==> src/rtl/pipeline_ctrl_pkg.sv <==
// Shared definitions for the pipeline stall/flush controller: FSM states,
// exception vector offsets and the codebase-wide reset/zero constants.
package pipeline_ctrl_pkg;

    typedef enum logic {
        RUN,
        WAIT_IF
    } ctrlState_e;

    localparam logic [31:0] EXC_OFFSET_GENERAL = 32'h0000_0180;
    localparam logic [31:0] EXC_OFFSET_REFILL  = 32'h0000_0000;

    localparam logic        RstEnable = 1'b1;
    localparam logic [31:0] ZeroWord  = 32'h0000_0000;

    // ERET returns to EPC; everything else vectors off EBASE (wrapping add)
    function automatic logic [31:0] excTarget(
        input logic        isEret,
        input logic        tlbRefill,
        input logic [31:0] ebase,
        input logic [31:0] epc
    );
        if (isEret)
            excTarget = epc;
        else
            excTarget = ebase + (tlbRefill ? EXC_OFFSET_REFILL : EXC_OFFSET_GENERAL);
    endfunction

endpackage

==> src/rtl/pipeline_ctrl.sv <==
// Central stall/flush controller: maps per-stage stall requests onto register
// enables, and turns MEM-stage exceptions/ERET into a one-cycle flush + redirect.
module pipeline_ctrl
    import pipeline_ctrl_pkg::*;
(
    input  logic        clk,
    input  logic        rst,
    input  logic        stallreq_if,
    input  logic        if_busy,
    input  logic        stallreq_id,
    input  logic        stallreq_ex,
    input  logic        stallreq_mem,
    input  logic        except_valid,
    input  logic        except_is_eret,
    input  logic        except_tlb_refill,
    input  logic [31:0] cp0_ebase,
    input  logic [31:0] cp0_epc,
    output logic        en_pc,
    output logic        en_if_id,
    output logic        en_id_ex,
    output logic        en_ex_mem,
    output logic        en_mem_wb,
    output logic        flush,
    output logic [31:0] new_pc,
    output logic [31:0] stall_cycles,
    output logic [31:0] flush_count
);

    ctrlState_e  r_state;
    ctrlState_e  w_nextState;
    logic [31:0] r_pendPc;
    logic [31:0] r_stallCycles;
    logic [31:0] r_flushCount;
    logic [31:0] w_target;
    logic [4:0]  w_en;
    logic        w_flush;
    logic [31:0] w_newPc;
    logic        w_latchPend;
    logic        w_accept;

    assign w_target = excTarget(except_is_eret, except_tlb_refill, cp0_ebase, cp0_epc);
    // A data-bus transaction in flight must finish before MEM can be squashed
    assign w_accept = except_valid && !stallreq_mem;

    // w_en bit order: {pc, if_id, id_ex, ex_mem, mem_wb}
    always_comb begin
        w_nextState = r_state;
        w_en        = 5'b11111;
        w_flush     = 1'b0;
        w_newPc     = ZeroWord;
        w_latchPend = 1'b0;
        if (rst != RstEnable) begin
            case (r_state)
                RUN: begin
                    if (w_accept) begin
                        if (if_busy) begin
                            w_en        = 5'b00000;
                            w_latchPend = 1'b1;
                            w_nextState = WAIT_IF;
                        end else begin
                            w_flush = 1'b1;
                            w_newPc = w_target;
                        end
                    end else if (stallreq_mem) begin
                        w_en = 5'b00001;
                    end else if (stallreq_ex) begin
                        w_en = 5'b00011;
                    end else if (stallreq_id) begin
                        w_en = 5'b00111;
                    end else if (stallreq_if) begin
                        w_en = 5'b01111;
                    end
                end
                WAIT_IF: begin
                    if (if_busy) begin
                        w_en = 5'b00000;
                    end else begin
                        w_flush     = 1'b1;
                        w_newPc     = r_pendPc;
                        w_nextState = RUN;
                    end
                end
                default: w_nextState = RUN;
            endcase
        end
    end

    always_ff @(posedge clk) begin
        if (rst == RstEnable) begin
            r_state       <= RUN;
            r_pendPc      <= ZeroWord;
            r_stallCycles <= ZeroWord;
            r_flushCount  <= ZeroWord;
        end else begin
            r_state <= w_nextState;
            if (w_latchPend)
                r_pendPc <= w_target;
            if (!w_en[4])
                r_stallCycles <= r_stallCycles + 32'd1;
            if (w_flush)
                r_flushCount <= r_flushCount + 32'd1;
        end
    end

    assign en_pc        = w_en[4];
    assign en_if_id     = w_en[3];
    assign en_id_ex     = w_en[2];
    assign en_ex_mem    = w_en[1];
    assign en_mem_wb    = w_en[0];
    assign flush        = w_flush;
    assign new_pc       = w_newPc;
    assign stall_cycles = r_stallCycles;
    assign flush_count  = r_flushCount;

endmodule
==> config.mk <==
export PLATFORM = sky130hd
export DESIGN_NAME = pipeline_ctrl
export DESIGN_NICKNAME = d
export VERILOG_FILES = /design/src/rtl/pipeline_ctrl_pkg.sv /design/src/rtl/pipeline_ctrl.sv
export SDC_FILE = /design/constraint.sdc
export NUM_CORES = 1
export LEC_CHECK = 0
export CORE_MARGIN = 2
export CORE_UTILIZATION = 28
export CTS_CLUSTER_DIAMETER = 80
export CTS_CLUSTER_SIZE = 10
export DETAILED_ROUTE_END_ITERATION = 10
export MAX_ROUTING_LAYER = met4
export PLACE_DENSITY = 0.6
export SLEW_MARGIN = 30
export SYNTH_ARGS = -nofsm -noshare
export SYNTH_HDL_FRONTEND = slang
export SYNTH_SLANG_ARGS = --single-unit
==> constraint.sdc <==
create_clock -name clk -period 3.8 [get_ports clk]
set_clock_uncertainty 0.2 [all_clocks]
set_input_delay 0.76 -clock clk [delete_from_list [all_inputs] [get_ports clk]]
set_output_delay 0.76 -clock clk [all_outputs]
set_load 0.01 [all_outputs]
Yosys cells after proc, flatten, opt, wreduce, memory -nomap -nowiden
Cells that the tools add are included. W data, S select, Z words.

Add/subtract/negate cells: 3. Multiplexer cells: 24. Bitwise operators: 1. Reduce and logical (&&, ||, !) cells: 2.

Operator list (number): $mux W32 (5); $add A32 B1 Y32 const B (2); $pmux W32 S2 (1); $mux W5 (7); $add A32 B9 Y32 (1); $pmux W5 S2 (1); $mux W9 (1); $mux W1 (7); $pmux W1 S2 (2); $logic_and A1 B1 Y1 (1); $logic_not A1 Y1 (1); $not A1 Y1 (1).

Register bits after elaboration: 97. Input bits: 74. Output and inout port bits: 102. Word-level logic and storage cells: 34.

Logic depth before layout (Yosys ltp)
Depth after elaboration: 7. Depth in mapped cells: 9. Mapped depth without buffers: 9.

Worst setup path after synthesis
No wires, ideal clock.

Path kind: input -> output. From: input port except_tlb_refill. To: output port new_pc[27]. Arrival time: 2.872 ns. Data required time: 2.840 ns. Path slack: -0.032 ns. Stages on the path: 9. Path buffers: 0. Path through: inv_1 -> ha_1 -> inv_1 -> fa_1 -> nand4b_1 -> nor4_2 -> mux2_2 -> a221oi_1 -> o22ai_1.

Longest elaborated chain between the ends: 7.

Ends and longest elaborated chain: from (decl) (RTL line pipeline_ctrl.sv:15) `input logic except_tlb_refill,`; $mux W9 (RTL line pipeline_ctrl_pkg.sv:26) `excTarget = ebase + (tlbRefill ? EXC_OFFSET_REFILL : EXC_OFFSET_GENERAL);`; $add A32 B9 Y32 (RTL line pipeline_ctrl_pkg.sv:26); $mux W32 (RTL line pipeline_ctrl_pkg.sv:23) `if (isEret)`; $mux W32 (RTL line pipeline_ctrl.sv:56) `if (if_busy) begin`; $mux W32 (RTL line pipeline_ctrl.sv:55) `if (w_accept) begin`; $pmux W32 S2 (RTL line pipeline_ctrl.sv:53) `case (r_state)`; $mux W32 (RTL line pipeline_ctrl.sv:52) `if (rst != RstEnable) begin`; to (decl) (RTL line pipeline_ctrl.sv:24) `output logic [31:0] new_pc,`.

No other way between the ends.

Worst setup path in the final report
From: input port except_tlb_refill. To: output port new_pc[29].

Same word-level chain as after synthesis.

==> out/qor.yml <==
status:
  status: "finished clean"
yosys:
  ys_warn_count: 0
  synth_nets: 823
  ys_async_sr_fraction: 0
  synth.top_cell.area_share: 0.339
  syn_inst: 744
  yosys.area.top_type: "dfxtp_1"
  syn_avg_cell_area_um2: 7.70
  ys_top_cells_by_area: "dfxtp_1, a21oi_1, nand2_1"
  synth_cell_types: 62
  ys_ff_latch: 97
  syn_area_mm2: 0.00573
  seq_area_frac_synth: 0.339
  synth_flop_cell: "dfxtp_1"
  synth_edf_count: 0
clocking:
  htreeDepth: 3
  clk_pin_slew_ps: 70
  cts_buffers: 9
  clk_latency_ps: 350
  cts-root-buf: "clkbuf_16"
  tritoncts: "built"
  cts-hold-fix-buffers: 0
  cts_buffer_depth: 2
  cts_num_sinks: 97
detailed_routing:
  viasPerCell: 4.99
  drtIter0Drc: 412
  routedWlPerCell_um: 15.1
  num_vias: 6167
  drc: 0
  drt_first_pass_iters: 5
  drtAntennaViolNets: 0
  wirelength_mm: 18.6
sta:
  relSlewSlack: 0.607
  tns_ps: 0
  setup_violations: 0
  clock.fmax_ghz: 0.265
  worst_slew_pin_slew_ps: 590
  post-route-period-util: 0.992
  slew_violations: 0
  period_needed_ps: 3770
  hold_ws_ps: 258
  finalHoldViolCount: 0
  rsz0062_at_grt: "yes"
worst_setup_path:
  crit_type: "in2out"
  crit_family: "buffers and inverters"
  end_kind: "primary output"
  cp.required_ps: 2840
  crit_fanout: 5
  cp_cell_sequence: "buf_6, inv_4, ha_4, inv_2, fa_2, nand4b_1, buf_6, nor4_4, buf_4, nand3_4, xor2_2, o21ai_1, buf_2"
  start_kind: "input pin"
  slowest_delay_ps: 320
  crit_slowest_cell: "fa_2"
  crit_buf_inv: 6
  worst_path_most_repeated_cell: "buf_6"
  arrival_ps: 2810
final_layout:
  antennaDiodeCount: 0
  fin_nets: 1039
  final_cell_mix: "clkdlybuf4s50_1, dfxtp_1, nand2_1, buf_4, nor2_1"
  mostFrequentLayoutCell: "clkdlybuf4s50_1"
  area_delta_synth_final_pct: 53.3
  drive_gt1_frac: 0.194
  final_cell_area_mm2: 0.00878
min_path:
  holdCritPathClass: "reg2reg"
flow_run:
  maxCapViolations: 0
placed_design:
  gp_congestion: 0.883
  io_buffers: 175
  dp_hpwl_mm: 13.2
  placed_area_mm2: 0.00817
pwr:
  leakage_uw: 0.00319
  pwr_density_cell_mw_per_mm2: 270
  max-vdd-ir-drop_uv: 195
grt:
  antenna_found_initial: 0
  gr-total-overflow: 0
  grt_pass1_wl_mm: 30.6
  grt_usage: 0.177
  grt_pass1_vias: 5970
  grt_max_degree: 56
floorplan:
  core_mm2: 0.0202
  die_y_um: 147
  die_area_mm2: 0.0216
  initial_core_util: 0.284
  rows: 52
  die_w_um: 147
  ioPinCount: 176
[cells by family after synthesis]
| logic type | count (synthesis) | synth area share |
|---|---|---|
| buffers and inverters | 75 | 0.0524 |
| adder cells (fa/ha/maj) | 5 | 0.0122 |
| AO/OA/AOI/OAI | 167 | 0.179 |
| XOR/XNOR | 32 | 0.0489 |
| AND/OR/NAND/NOR | 341 | 0.317 |
| flip-flops | 97 | 0.339 |
| multiplexers | 27 | 0.0520 |
[per-stage QoR]
stage                util  cells  power [uW]  setup WS, ps
floorplan               -    744        1230          26.6
global placement    0.405   1210        1440          -883
detailed placement  0.405   1210        1440          -906
CTS                 0.431   1233        2400         -81.0
global route        0.435   1235        2480         -50.7
finish              0.435   1235        2370          32.3
[layout make-up]
| cell class | count | area (um2) |
|---|---|---|
| clock buffers | 10 | 239 |
| clock inverters | 6 | 62.6 |
| fillers | 2000 | 11400 |
| inverters | 29 | 111 |
| multi-input cells | 572 | 3740 |
| flip-flops and latches | 97 | 1940 |
| well taps | 270 | 338 |
| repair buffers | 251 | 2350 |
[report_power, final]
group | leakage (uW) | total, uW | internal (uW) | switching (uW)
logic | 0.00225 | 384 | 197 | 187
registers | 0.000784 | 1050 | 1030 | 17.1
clock network | 0.000148 | 935 | 479 | 456
total | 0.00319 | 2370 | 1710 | 660
[state kept, by name, summed over array words and instances, names as in the netlist]
signal and flops:
flush_count 32, r_pendPc 32, stall_cycles 32, r_state 1
[cell usage after synthesis (22+ instances only)]
cell / instances
dfxtp_1: 97
nand2_1: 77
nor2_1: 63
a21oi_1: 60
clkbuf_1: 37
nand3_1: 28
o21ai_0: 26
inv_1: 25
nor3_1: 24
or3_1: 24
o22ai_1: 22
xnor2_1: 22
[timing repair]
item	4_1_cts	5_1_grt
hold endpoints to repair	0	0
setup endpoints to repair	25	19
pin swaps	20	14
buffers inserted	7	2
resized for setup	105	33
[worst register-to-register path, cell delays in order, from the launching register on]
cell      delay, ps
dfxtp_1         550
inv_2           160
a2111o_1        510
or4_4           610
or3_1           360
a21oi_1         140
[metal layers]
layer | GRT usage | wire length (um) | vias to the layer above
li1 | - | - | 3110
met1 | 0.237 | 8870 | 2867
met2 | 0.278 | 8540 | 167
met3 | 0.0307 | 890 | 23
met4 | 0.0471 | 339 | 0
met5 | - | 0 | -
[final timing paths]
kind	from	end	slack, ps	depth (start not counted)
min reg2reg	r_pendPc[0]	r_pendPc[0]	260	2
max reg2reg	r_state	flush_count[26]	1190	5
max	except_tlb_refill	new_pc[29]	30	13
min	r_pendPc[0]	r_pendPc[0]	260	2
Note: power is estimated with default switching activity, not from simulation.
